**src/rtl/dff_pkg.sv**
```systemverilog
// Shared helpers for the register pipeline: counter width and depth bound.
// Latency: none (elaboration-time constants only).
// Backpressure: not applicable.
package dff_pkg;

  // Smallest legal number of stages in a pipeline.
  localparam int DFF_MIN_DEPTH = 1;

  // Bits needed to count 0..depth valid stages.
  function automatic int occ_w(input int depth);
    return $clog2(depth + 1);
  endfunction

endpackage

```
**src/rtl/dff_pipe_stage.sv**
```systemverilog
// One pipeline stage: a valid bit plus a data register with async reset.
// Latency: 1 cycle from prev_* to stg_* when load is high.
// Backpressure: holds its contents while load is low; the top drives load.
module dff_pipe_stage
  import dff_pkg::*;
#(
  parameter int               WIDTH     = 8,
  parameter logic [WIDTH-1:0] RESET_VAL = '0
) (
  input  logic             clk,
  input  logic             rst,
  input  logic             flush,
  input  logic             load,
  input  logic             prev_vld,
  input  logic [WIDTH-1:0] prev_dat,
  output logic             stg_vld,
  output logic [WIDTH-1:0] stg_dat
);

  // Valid bit: flush empties the stage, otherwise it follows its source on load.
  always_ff @(posedge clk or posedge rst) begin
    if (rst) begin
      stg_vld <= 1'b0;
    end else if (flush) begin
      stg_vld <= 1'b0;
    end else if (load) begin
      stg_vld <= prev_vld;
    end
  end

  // Data register: only real words are captured, so bubbles never overwrite it.
  always_ff @(posedge clk or posedge rst) begin
    if (rst) begin
      stg_dat <= RESET_VAL;
    end else if (load && prev_vld && !flush) begin
      stg_dat <= prev_dat;
    end
  end

endmodule

```
**src/rtl/dff_pipe_reg.sv**
```systemverilog
// Bubble-collapsing register pipeline of DEPTH stages with valid/ready at both ends.
// Latency: a word offered to an empty pipe shows out_valid DEPTH edges later.
// Backpressure: combinational ready chain; only the full tail of the pipe stalls.
module dff_pipe_reg
  import dff_pkg::*;
#(
  parameter int               WIDTH     = 8,
  parameter int               DEPTH     = 3,
  parameter logic [WIDTH-1:0] RESET_VAL = '0
) (
  input  logic                      clk,
  input  logic                      rst,
  input  logic                      flush,
  input  logic                      in_valid,
  output logic                      in_ready,
  input  logic [WIDTH-1:0]          in_data,
  output logic                      out_valid,
  input  logic                      out_ready,
  output logic [WIDTH-1:0]          out_data,
  output logic [occ_w(DEPTH)-1:0]   occupancy
);

  localparam int OCC_W = occ_w(DEPTH);

  if (WIDTH < 1 || DEPTH < DFF_MIN_DEPTH) begin : g_param_check
    $error("dff_pipe_reg: WIDTH and DEPTH must both be at least 1");
  end

  logic [DEPTH-1:0] stg_vld;
  logic [WIDTH-1:0] stg_dat [DEPTH];
  logic [DEPTH:0]   stg_rdy;
  logic             in_hs;
  logic             out_hs;

  // Ready chain from the output back to the input: a stage can load if it is
  // empty or if the stage after it is moving.
  always_comb begin
    stg_rdy        = '0;
    stg_rdy[DEPTH] = out_ready;
    for (int i = DEPTH - 1; i >= 0; i--) begin
      stg_rdy[i] = ~stg_vld[i] | stg_rdy[i+1];
    end
  end

  for (genvar i = 0; i < DEPTH; i++) begin : g_stage
    logic             prev_vld;
    logic [WIDTH-1:0] prev_dat;

    if (i == 0) begin : g_head
      assign prev_vld = in_valid;
      assign prev_dat = in_data;
    end else begin : g_link
      assign prev_vld = stg_vld[i-1];
      assign prev_dat = stg_dat[i-1];
    end

    dff_pipe_stage #(
      .WIDTH     (WIDTH),
      .RESET_VAL (RESET_VAL)
    ) u_stage (
      .clk      (clk),
      .rst      (rst),
      .flush    (flush),
      .load     (stg_rdy[i]),
      .prev_vld (prev_vld),
      .prev_dat (prev_dat),
      .stg_vld  (stg_vld[i]),
      .stg_dat  (stg_dat[i])
    );
  end

  assign in_ready  = stg_rdy[0] & ~flush;
  assign out_valid = stg_vld[DEPTH-1];
  assign out_data  = stg_dat[DEPTH-1];
  assign in_hs     = in_valid & in_ready;
  assign out_hs    = out_valid & out_ready;

  // Occupancy tracks handshakes rather than summing valid bits; flush empties it.
  always_ff @(posedge clk or posedge rst) begin
    if (rst) begin
      occupancy <= '0;
    end else if (flush) begin
      occupancy <= '0;
    end else if (in_hs && !out_hs) begin
      occupancy <= occupancy + OCC_W'(1);
    end else if (out_hs && !in_hs) begin
      occupancy <= occupancy - OCC_W'(1);
    end
  end

endmodule

```
**config.mk**
```make
export PLATFORM = sky130hd
export DESIGN_NAME = dff_pipe_reg
export DESIGN_NICKNAME = d
export VERILOG_FILES = /design/src/rtl/dff_pkg.sv /design/src/rtl/dff_pipe_stage.sv /design/src/rtl/dff_pipe_reg.sv
export SDC_FILE = /design/constraint.sdc
export NUM_CORES = 1
export LEC_CHECK = 0
export BUFFER_PORTS_ARGS = -buffer_cell sky130_fd_sc_hd__buf_2
export CAP_MARGIN = 20
export CORE_ASPECT_RATIO = 1.4
export CORE_MARGIN = 2
export CORE_UTILIZATION = 55
export CTS_CLUSTER_DIAMETER = 60
export DETAILED_ROUTE_END_ITERATION = 16
export PLACE_DENSITY = 0.92
export SYNTH_ARGS = -nofsm -noshare
export SYNTH_HDL_FRONTEND = slang
export SYNTH_SLANG_ARGS = --single-unit
```
**constraint.sdc**
```tcl
create_clock -name clk -period 2.6 [get_ports clk]
set_input_delay 0.39 -clock clk [delete_from_list [all_inputs] [get_ports clk]]
set_output_delay 0.39 -clock clk [all_outputs]
set_load 0.01 [all_outputs]
```
==> flow_metrics.py, run 1 <==
metrics = {
    "synth": {
        "synth-edff-count": 0,
        "post_synth.cell_area_avg_sq_um": 15.05,
        "multiplexer_area_fraction_after_synthesis_pct": 26.39,
        "largest_family_of_logic_cells_by_synthesized_area": "multiplexers",
        "synth_most_common_cell": "sky130_fd_sc_hd__dfrtp_1",
        "synthDominantAreaCellType": "sky130_fd_sc_hd__dfrtp_1",
        "synth_cells": 81,
        "synth_top_cells_by_area": "sky130_fd_sc_hd__dfrtp_1, sky130_fd_sc_hd__mux2_2, sky130_fd_sc_hd__mux2_4",
        "postSynth.asyncResetShare_pct": 100.0,
        "synth-compound-area-share_pct": 2.567,
        "post_synth_instance_area_sq_um": 1219,
        "post_synth_and_or_nand_nor_area_fraction_pct": 8.624,
        "sequential_area_share_after_synthesis_pct": 59.55,
        "synth_adder_area_share_pct": 0,
        "synth.net_count": 94,
        "synthDominantCellAreaShare_pct": 59.55,
        "ys_top_cells_by_count": "sky130_fd_sc_hd__dfrtp_1, sky130_fd_sc_hd__mux2_2, sky130_fd_sc_hd__mux2_4",
        "yosys_warnings": 0,
        "synth_flop_cell": "sky130_fd_sc_hd__dfrtp_1",
        "yosys_register_bits": 29,
        "synth_xor_xnor_area_share_pct": 0.7187,
        "netlist-cell-type-count": 22,
    },
    "power": {
        "logic_pwr_share_pct": 23.6,
        "vdd_ir_drop_max_mv": 0.4732,
        "p_leak_uw": 0.0007070,
        "power.switching_fraction_pct": 26.30,
        "p_switching_uw": 307.7,
        "share_seq_of_total_power_pct": 53.7,
        "power.share.clock_pct": 22.7,
        "internal_power_uw": 862.5,
        "power_density_nw_per_um2": 814.7,
    },
    "die": {
        "design.core.area_sq_um": 2127,
        "die_h_um": 59.70,
        "core_rows": 20,
        "num_io_pins": 25,
        "initial_utilization_pct": 57.29,
        "floorplan.die_area_sq_um": 2613,
        "horizontal_die_dimension_um": 43.78,
    },
    "global_route": {
        "gr_layer_usage_met3_pct": 5.438,
        "globalRoute.totalOverflow": 0,
        "met2_usage_pct": 27.73,
        "pin_count_of_the_biggest_net_entering_global_routing": 30,
        "global_route.usage.total_pct": 17.73,
        "first_global_vias": 713,
        "grt-busiest-layer": "met2",
        "number_of_antenna_violations_at_the_first_check_in_global_routing": 0,
        "grt_util_met1_pct": 18.35,
        "grt_first_pass_wirelength_mm": 3.118,
    },
    "worst_setup_path": {
        "rr_startpoint": "g_stage[2].u_stage.stg_vld$_DFFE_PP0P_",
        "cp.required_ns": 2.21,
        "crit_path_class": "flop to output pin",
        "worstReg2RegEnd": "g_stage[2].u_stage.stg_dat[2]$_DFFE_PP0P_",
        "data_arrival_time_at_the_worst_slack_endpoint_ns": 1.28,
        "worst-path-max-fanout": 4,
        "setup.worst_path.end_class": "output pin",
        "r2r_setup_slack_ns": 0.99,
        "worst-r2r-cell-count": 3,
        "worst_setup_path_start_kind": "flop",
    },
    "timing": {
        "worst_slack_ns": 0.9266,
        "period_needed_ns": 1.673,
        "finalSetupTns_ns": 0,
        "fmax_mhz": 597.6,
        "setup_violations": 0,
        "hold_slack_ns": 0.3027,
        "rsz0062_at_grt": "no",
        "timing_max_transition_violations_final": 0,
        "post-route-period-util_pct": 64.36,
        "final_hold_vio_count": 0,
        "relSlewSlack_pct": 68.00,
        "tightest_slew_ns": 0.4799,
        "worst_clock_skew_ns": 0.007446,
    },
    "placement": {
        "pre_cts_slack_ns": 0.9403,
        "place.port_buffers": 24,
        "placement_stage_cell_area_sq_um": 1344,
        "finalWeightedCongestion": 0.7504,
        "dp_hpwl_mm": 1.441,
        "dp_cells": 125,
    },
    "min_path": {
        "min_from": "in_data[3]",
        "min_delay_path_depth": 2,
        "timing.hold.worst.class": "primary input to flop",
        "min_delay_worst_endpoint": "g_stage[0].u_stage.stg_dat[3]$_DFFE_PP0P_",
    },
    "drt": {
        "drtIter0Drc": 3,
        "vias": 716,
        "detail_route.first_pass.iterations": 3,
        "ant_nets": 0,
        "wirelength_mm": 1.951,
        "drt_drc_violations_left": 0,
        "average_via_count_per_standard_cell": 5.343,
        "post_drt_wl_per_cell_um": 14.56,
    },
    "layout": {
        "insertedDiodeCount": 0,
        "finalNonFillerCells": 134,
        "layout-drive-gt1-share_pct": 53.57,
        "syn2layout_area_growth_pct": 17.86,
        "finish.instance_area_sq_um": 1436,
        "fin_nets": 125,
        "fillCellCount": 160,
    },
    "clocking": {
        "cts_made_buffers": 5,
        "cts_buffer_depth": 2,
        "cts.reportedPaths.clkPinSlew_ns": 0.08,
        "clock_sinks": 29,
        "cts_root_buffer": "sky130_fd_sc_hd__clkbuf_4",
        "post_cts_resize_count": 0,
        "htree_levels": 2,
        "tritoncts_clock_tree": "yes",
        "clock_insertion_delay_worst_skew_ns": 0.32,
    },
    "status": {
        "outcome": "finished, final reports clean",
    },
    "job": {
        "max_cap_viol_count": 0,
    },
}
-- worst max-delay path by stage --
stage / startpoint / cells past startpoint / to / slack [ns]
after global routing: g_stage[0].u_stage.stg_vld$_DFFE_PP0P_ / 3 / in_ready / 0.85
final: g_stage[0].u_stage.stg_vld$_DFFE_PP0P_ / 3 / in_ready / 0.93
after floorplan: g_stage[2].u_stage.stg_vld$_DFFE_PP0P_ / 4 / g_stage[2].u_stage.stg_dat[0]$_DFFE_PP0P_ / 1.12
after CTS: g_stage[0].u_stage.stg_vld$_DFFE_PP0P_ / 3 / in_ready / 0.91
after detailed placement: out_ready / 4 / g_stage[2].u_stage.stg_dat[0]$_DFFE_PP0P_ / 0.94
after global placement: flush / 3 / g_stage[2].u_stage.stg_dat[7]$_DFFE_PP0P_ / 0.98
-- flip-flops by register name, summed over array words and instances, names as in the netlist --
| signal | cells |
|---|---|
| g_stage.u_stage.stg_dat | 24 |
| g_stage.u_stage.stg_vld | 3 |
| occupancy | 2 |
-- power groups by stage --
stage | logic (uW) | clock network [uW] | registers (uW)
floorplan | 160 | 0 | 649
global placement | 263 | 0 | 634
detailed placement | 276 | 0 | 636
CTS | 275 | 277 | 629
global route | 298 | 301 | 641
finish | 276 | 266 | 628
-- cell type report --
cell class                 count  area [sq um]  share of cell area (%)
multi-input combinational     49         466.7                   32.49
inverter                       1         3.754                  0.2613
timing repair buffer          26         157.7                   10.98
tap                           22         27.53                   1.916
sequential                    29         725.7                   50.52
clock buffer                   7         55.05                   3.833
-- per-stage QoR --
step                total power (uW)  utilization (%)
detailed placement             911.9            63.18
finish                          1170            67.53
global placement               896.9            63.18
global route                    1240            67.53
CTS                             1181            65.76
floorplan                      808.2                -
-- worst max-delay path: stages (launching register included) --
cell,delay (ns)
sky130_fd_sc_hd__dfrtp_1,0.41
sky130_fd_sc_hd__and2_1,0.22
sky130_fd_sc_hd__a21oi_2,0.18
sky130_fd_sc_hd__buf_2,0.15
-- layout by cell type (no fill, tap or decap), types with 3 or more instances in the layout --
cell,synthesis,layout
sky130_fd_sc_hd__dfrtp_1,29,29
sky130_fd_sc_hd__buf_2,0,24
sky130_fd_sc_hd__mux2_2,16,16
sky130_fd_sc_hd__clkbuf_4,0,5
sky130_fd_sc_hd__nor2_1,7,7
sky130_fd_sc_hd__mux2_4,8,8
sky130_fd_sc_hd__a21oi_1,3,3
-- cells by family after synthesis --
logic type | Yosys count
multiplexers | 26
XOR/XNOR | 1
buffers and inverters | 3
AO/OA/AOI/OAI | 5
AND/OR/NAND/NOR | 17
flip-flops | 29
-- routing by layer --
layer | share of wire [%] | wire [um]
met4 | 3.8 | 74
met5 | 0 | 0
met1 | 38 | 746
met3 | 4.5 | 88
met2 | 53 | 1041
-- repair_timing --
| action | 4_1_cts | 5_1_grt |
|---|---|---|
| buffers inserted | 0 | 0 |
| endpoints found under the setup margin | 0 | 0 |
| endpoints found under the hold margin | 0 | 2 |
| hold buffers | 0 | 1 |
No activity file was read; power rests on OpenSTA's default activity.
==> run 2: changes to the inputs <==
--- a/config.mk
+++ b/config.mk
@@ -9,10 +9,10 @@
 export CAP_MARGIN = 20
 export CORE_ASPECT_RATIO = 1.4
 export CORE_MARGIN = 2
-export CORE_UTILIZATION = 55
+export CORE_UTILIZATION = 52
 export CTS_CLUSTER_DIAMETER = 60
 export DETAILED_ROUTE_END_ITERATION = 16
-export PLACE_DENSITY = 0.92
+export PLACE_DENSITY = 0.88
 export SYNTH_ARGS = -nofsm -noshare
 export SYNTH_HDL_FRONTEND = slang
 export SYNTH_SLANG_ARGS = --single-unit
==> constraint.sdc (replaced) <==
create_clock -name clk -period 1.7 [get_ports clk]
set_input_delay 0.255 -clock clk [delete_from_list [all_inputs] [get_ports clk]]
set_output_delay 0.255 -clock clk [all_outputs]
set_load 0.01 [all_outputs]
==> run 2 against run 1 <==
  * Sequential power grew 52%
  * Sequential cell count did not move
  * Final cell count unchanged
  * Worst setup slack lost 0.83 ns
  * Critical path type is now flop to flop
  * Total power up 51%
  * Final area fell by 1.4%
  * Via count shrank 0.98%
  * Routed wire length shrank 7.6%
  * Clock power rose by 51%
  * Worst hold slack lost 0.14 ns
  * Clock skew fell by 0.0036 ns
  * Critical endpoint is now g_stage[2].u_stage.stg_dat[5]$_DFFE_PP0P_
  * Utilization is 3.2 points lower
==> flow_metrics.py, run 2 (synthesis gave the netlist of run 1 again) <==
metrics = {
    "clocking": {
        "cts.reportedPaths.clkPinSlew_ns": 0.08,
        "cts_buffer_depth": 2,
        "htree_levels": 2,
        "post_cts_resize_count": 0,
        "clock_insertion_delay_worst_skew_ns": 0.31,
        "cts_root_buffer": "sky130_fd_sc_hd__clkbuf_4",
        "tritoncts_clock_tree": "yes",
        "clock_sinks": 29,
        "cts_made_buffers": 5,
        "cts_setup_buffers": 0,
    },
    "timing": {
        "setup_violations": 0,
        "final_hold_vio_count": 0,
        "fmax_mhz": 623.8,
        "timing_max_transition_violations_final": 0,
        "finalSetupTns_ns": 0,
        "period_needed_ns": 1.603,
        "worst_clock_skew_ns": 0.003864,
        "tightest_slew_ns": 0.4514,
        "hold_slack_ns": 0.1672,
        "rsz0062_at_grt": "no",
        "post-route-period-util_pct": 94.30,
        "relSlewSlack_pct": 69.91,
    },
    "drt": {
        "ant_nets": 0,
        "detail_route.first_pass.iterations": 4,
        "wirelength_mm": 1.802,
        "vias": 709,
        "drtIter0Drc": 7,
        "average_via_count_per_standard_cell": 5.291,
        "post_drt_wl_per_cell_um": 13.45,
        "drt_drc_violations_left": 0,
    },
    "worst_setup_path": {
        "worst-r2r-cell-count": 3,
        "worstReg2RegEnd": "g_stage[2].u_stage.stg_dat[5]$_DFFE_PP0P_",
        "r2r_setup_slack_ns": 0.1,
        "setup.worst_path.end_class": "flop",
        "critical_path.max_stage_delay_ns": 0.56,
        "cp_num_buf_inv": 0,
        "data_arrival_time_at_the_worst_slack_endpoint_ns": 1.80,
        "crit_path_class": "flop to flop",
        "critPathSlowestCell": "sky130_fd_sc_hd__or3b_1",
        "rr_startpoint": "g_stage[2].u_stage.stg_vld$_DFFE_PP0P_",
        "worst-path-max-fanout": 8,
        "timing.critical_path.max_delay_family": "simple AND/OR/NAND/NOR gates",
        "setup.worst_path.start": "g_stage[2].u_stage.stg_vld$_DFFE_PP0P_",
        "cp.required_ns": 1.90,
        "cp_cell_sequence": "nor2b_4, or3b_1, mux2_4",
        "worst_setup_path_start_kind": "flop",
    },
    "global_route": {
        "grt_first_pass_wirelength_mm": 3.098,
        "number_of_antenna_violations_at_the_first_check_in_global_routing": 0,
        "globalRoute.totalOverflow": 0,
        "global_route.usage.total_pct": 16.36,
        "pin_count_of_the_biggest_net_entering_global_routing": 30,
        "first_global_vias": 713,
    },
    "power": {
        "power.switching_fraction_pct": 25.79,
        "share_seq_of_total_power_pct": 54.0,
        "internal_power_uw": 1314,
        "p_switching_uw": 456.6,
        "logic_pwr_share_pct": 23.4,
        "p_leak_uw": 0.0006991,
        "vdd_ir_drop_max_mv": 0.8067,
        "power_density_nw_per_um2": 1250,
        "power.share.clock_pct": 22.6,
    },
    "layout": {
        "syn2layout_area_growth_pct": 16.22,
        "top_register": "g_stage.u_stage.stg_dat",
        "most-common-layout-cells": "sky130_fd_sc_hd__dfrtp_1, sky130_fd_sc_hd__buf_2, sky130_fd_sc_hd__mux2_2",
        "layout.cells.most_common": "sky130_fd_sc_hd__dfrtp_1",
        "final_core_util_pct": 64.32,
        "fillCellCount": 186,
        "largestRegisters": "g_stage.u_stage.stg_dat x24, g_stage.u_stage.stg_vld x3, occupancy x2",
        "ff_latch_area_sq_um": 725.7,
        "fin_nets": 125,
        "multi_input_area_sq_um": 466.7,
        "layout-drive-gt1-share_pct": 53.57,
        "insertedDiodeCount": 0,
        "largest_register_ffs": 24,
    },
    "min_path": {
        "min_delay_worst_endpoint": "g_stage[0].u_stage.stg_dat[2]$_DFFE_PP0P_",
        "min_delay_path_depth": 2,
        "min_from": "in_data[2]",
        "timing.hold.worst.class": "primary input to flop",
    },
    "placement": {
        "place.port_buffers": 24,
        "dp_hpwl_mm": 1.406,
        "finalWeightedCongestion": 0.7768,
    },
    "job": {
        "max_cap_viol_count": 0,
    },
    "die": {
        "core_rows": 20,
        "die_h_um": 61.28,
        "num_io_pins": 25,
        "initial_utilization_pct": 55.34,
        "design.core.area_sq_um": 2202,
        "horizontal_die_dimension_um": 44.92,
        "floorplan.die_area_sq_um": 2752,
    },
    "status": {
        "outcome": "finished, final reports clean",
    },
}
## run 2: cell types whose count changed in the layout (fill, tap and decap cells not counted)
cell / change
sky130_fd_sc_hd__buf_16: -1
sky130_fd_sc_hd__buf_4: +1
## run 2: worst register-to-register path: cells and delay by family, from the launching register on
family / cells / cell delay, ns
AND/OR/NAND/NOR: 2 / 0.71
multiplexers: 1 / 0.38
flip-flops: 1 / 0.40
## run 2: final cells by class
class	count	area share, %
Sequential cell	29	51.24
Inverter	1	0.2650
Tap cell	22	1.943
Multi-Input combinational cell	49	32.95
Timing Repair Buffer	26	9.717
Clock buffer	7	3.887
## run 2: what timing repair did
action                                 CTS  global route
setup endpoints to repair                0             0
endpoints found under the hold margin   23             0
hold buffers                             1             0
## run 2: worst max path at each step
stage	to	slack, ns	cells after the start
floorplan	g_stage[2].u_stage.stg_dat[0]$_DFFE_PP0P_	0.22	4
global placement	g_stage[2].u_stage.stg_dat[5]$_DFFE_PP0P_	0.15	3
detailed placement	g_stage[2].u_stage.stg_dat[5]$_DFFE_PP0P_	0.1	3
CTS	g_stage[2].u_stage.stg_dat[5]$_DFFE_PP0P_	0.08	3
global route	g_stage[2].u_stage.stg_dat[5]$_DFFE_PP0P_	0.04	3
finish	g_stage[2].u_stage.stg_dat[5]$_DFFE_PP0P_	0.1	3
## run 2: per-layer routing
layer | up-vias | global-route usage, % | part of all wire (%)
met2 | 23 | 25.05 | 52
met3 | 2 | 7.918 | 5.5
li1 | 340 | - | -
met4 | 0 | 6.303 | 0.44
met5 | - | 0 | 0
met1 | 344 | 20.04 | 42
## run 2: stage by stage
step	cell area (sq um)	worst slack (ns)	power (uW)	instances
2_1_floorplan	1219	0.2197	1236	81
3_3_place_gp	1351	0.1459	1362	126
3_5_place_dp	1351	0.09548	1396	126
4_1_cts	1416	0.08003	1799	134
5_1_grt	1416	0.03588	1882	134
6_report	1416	0.09693	1771	134
## run 2: power by group through the flow
stage          logic (uW)  registers (uW)  clock network [uW]
2_1_floorplan         244             992                   0
3_3_place_gp          402             960                   0
3_5_place_dp          419             977                   0
4_1_cts               421             962                 416
5_1_grt               456             984                 443
6_report              414             956                 401
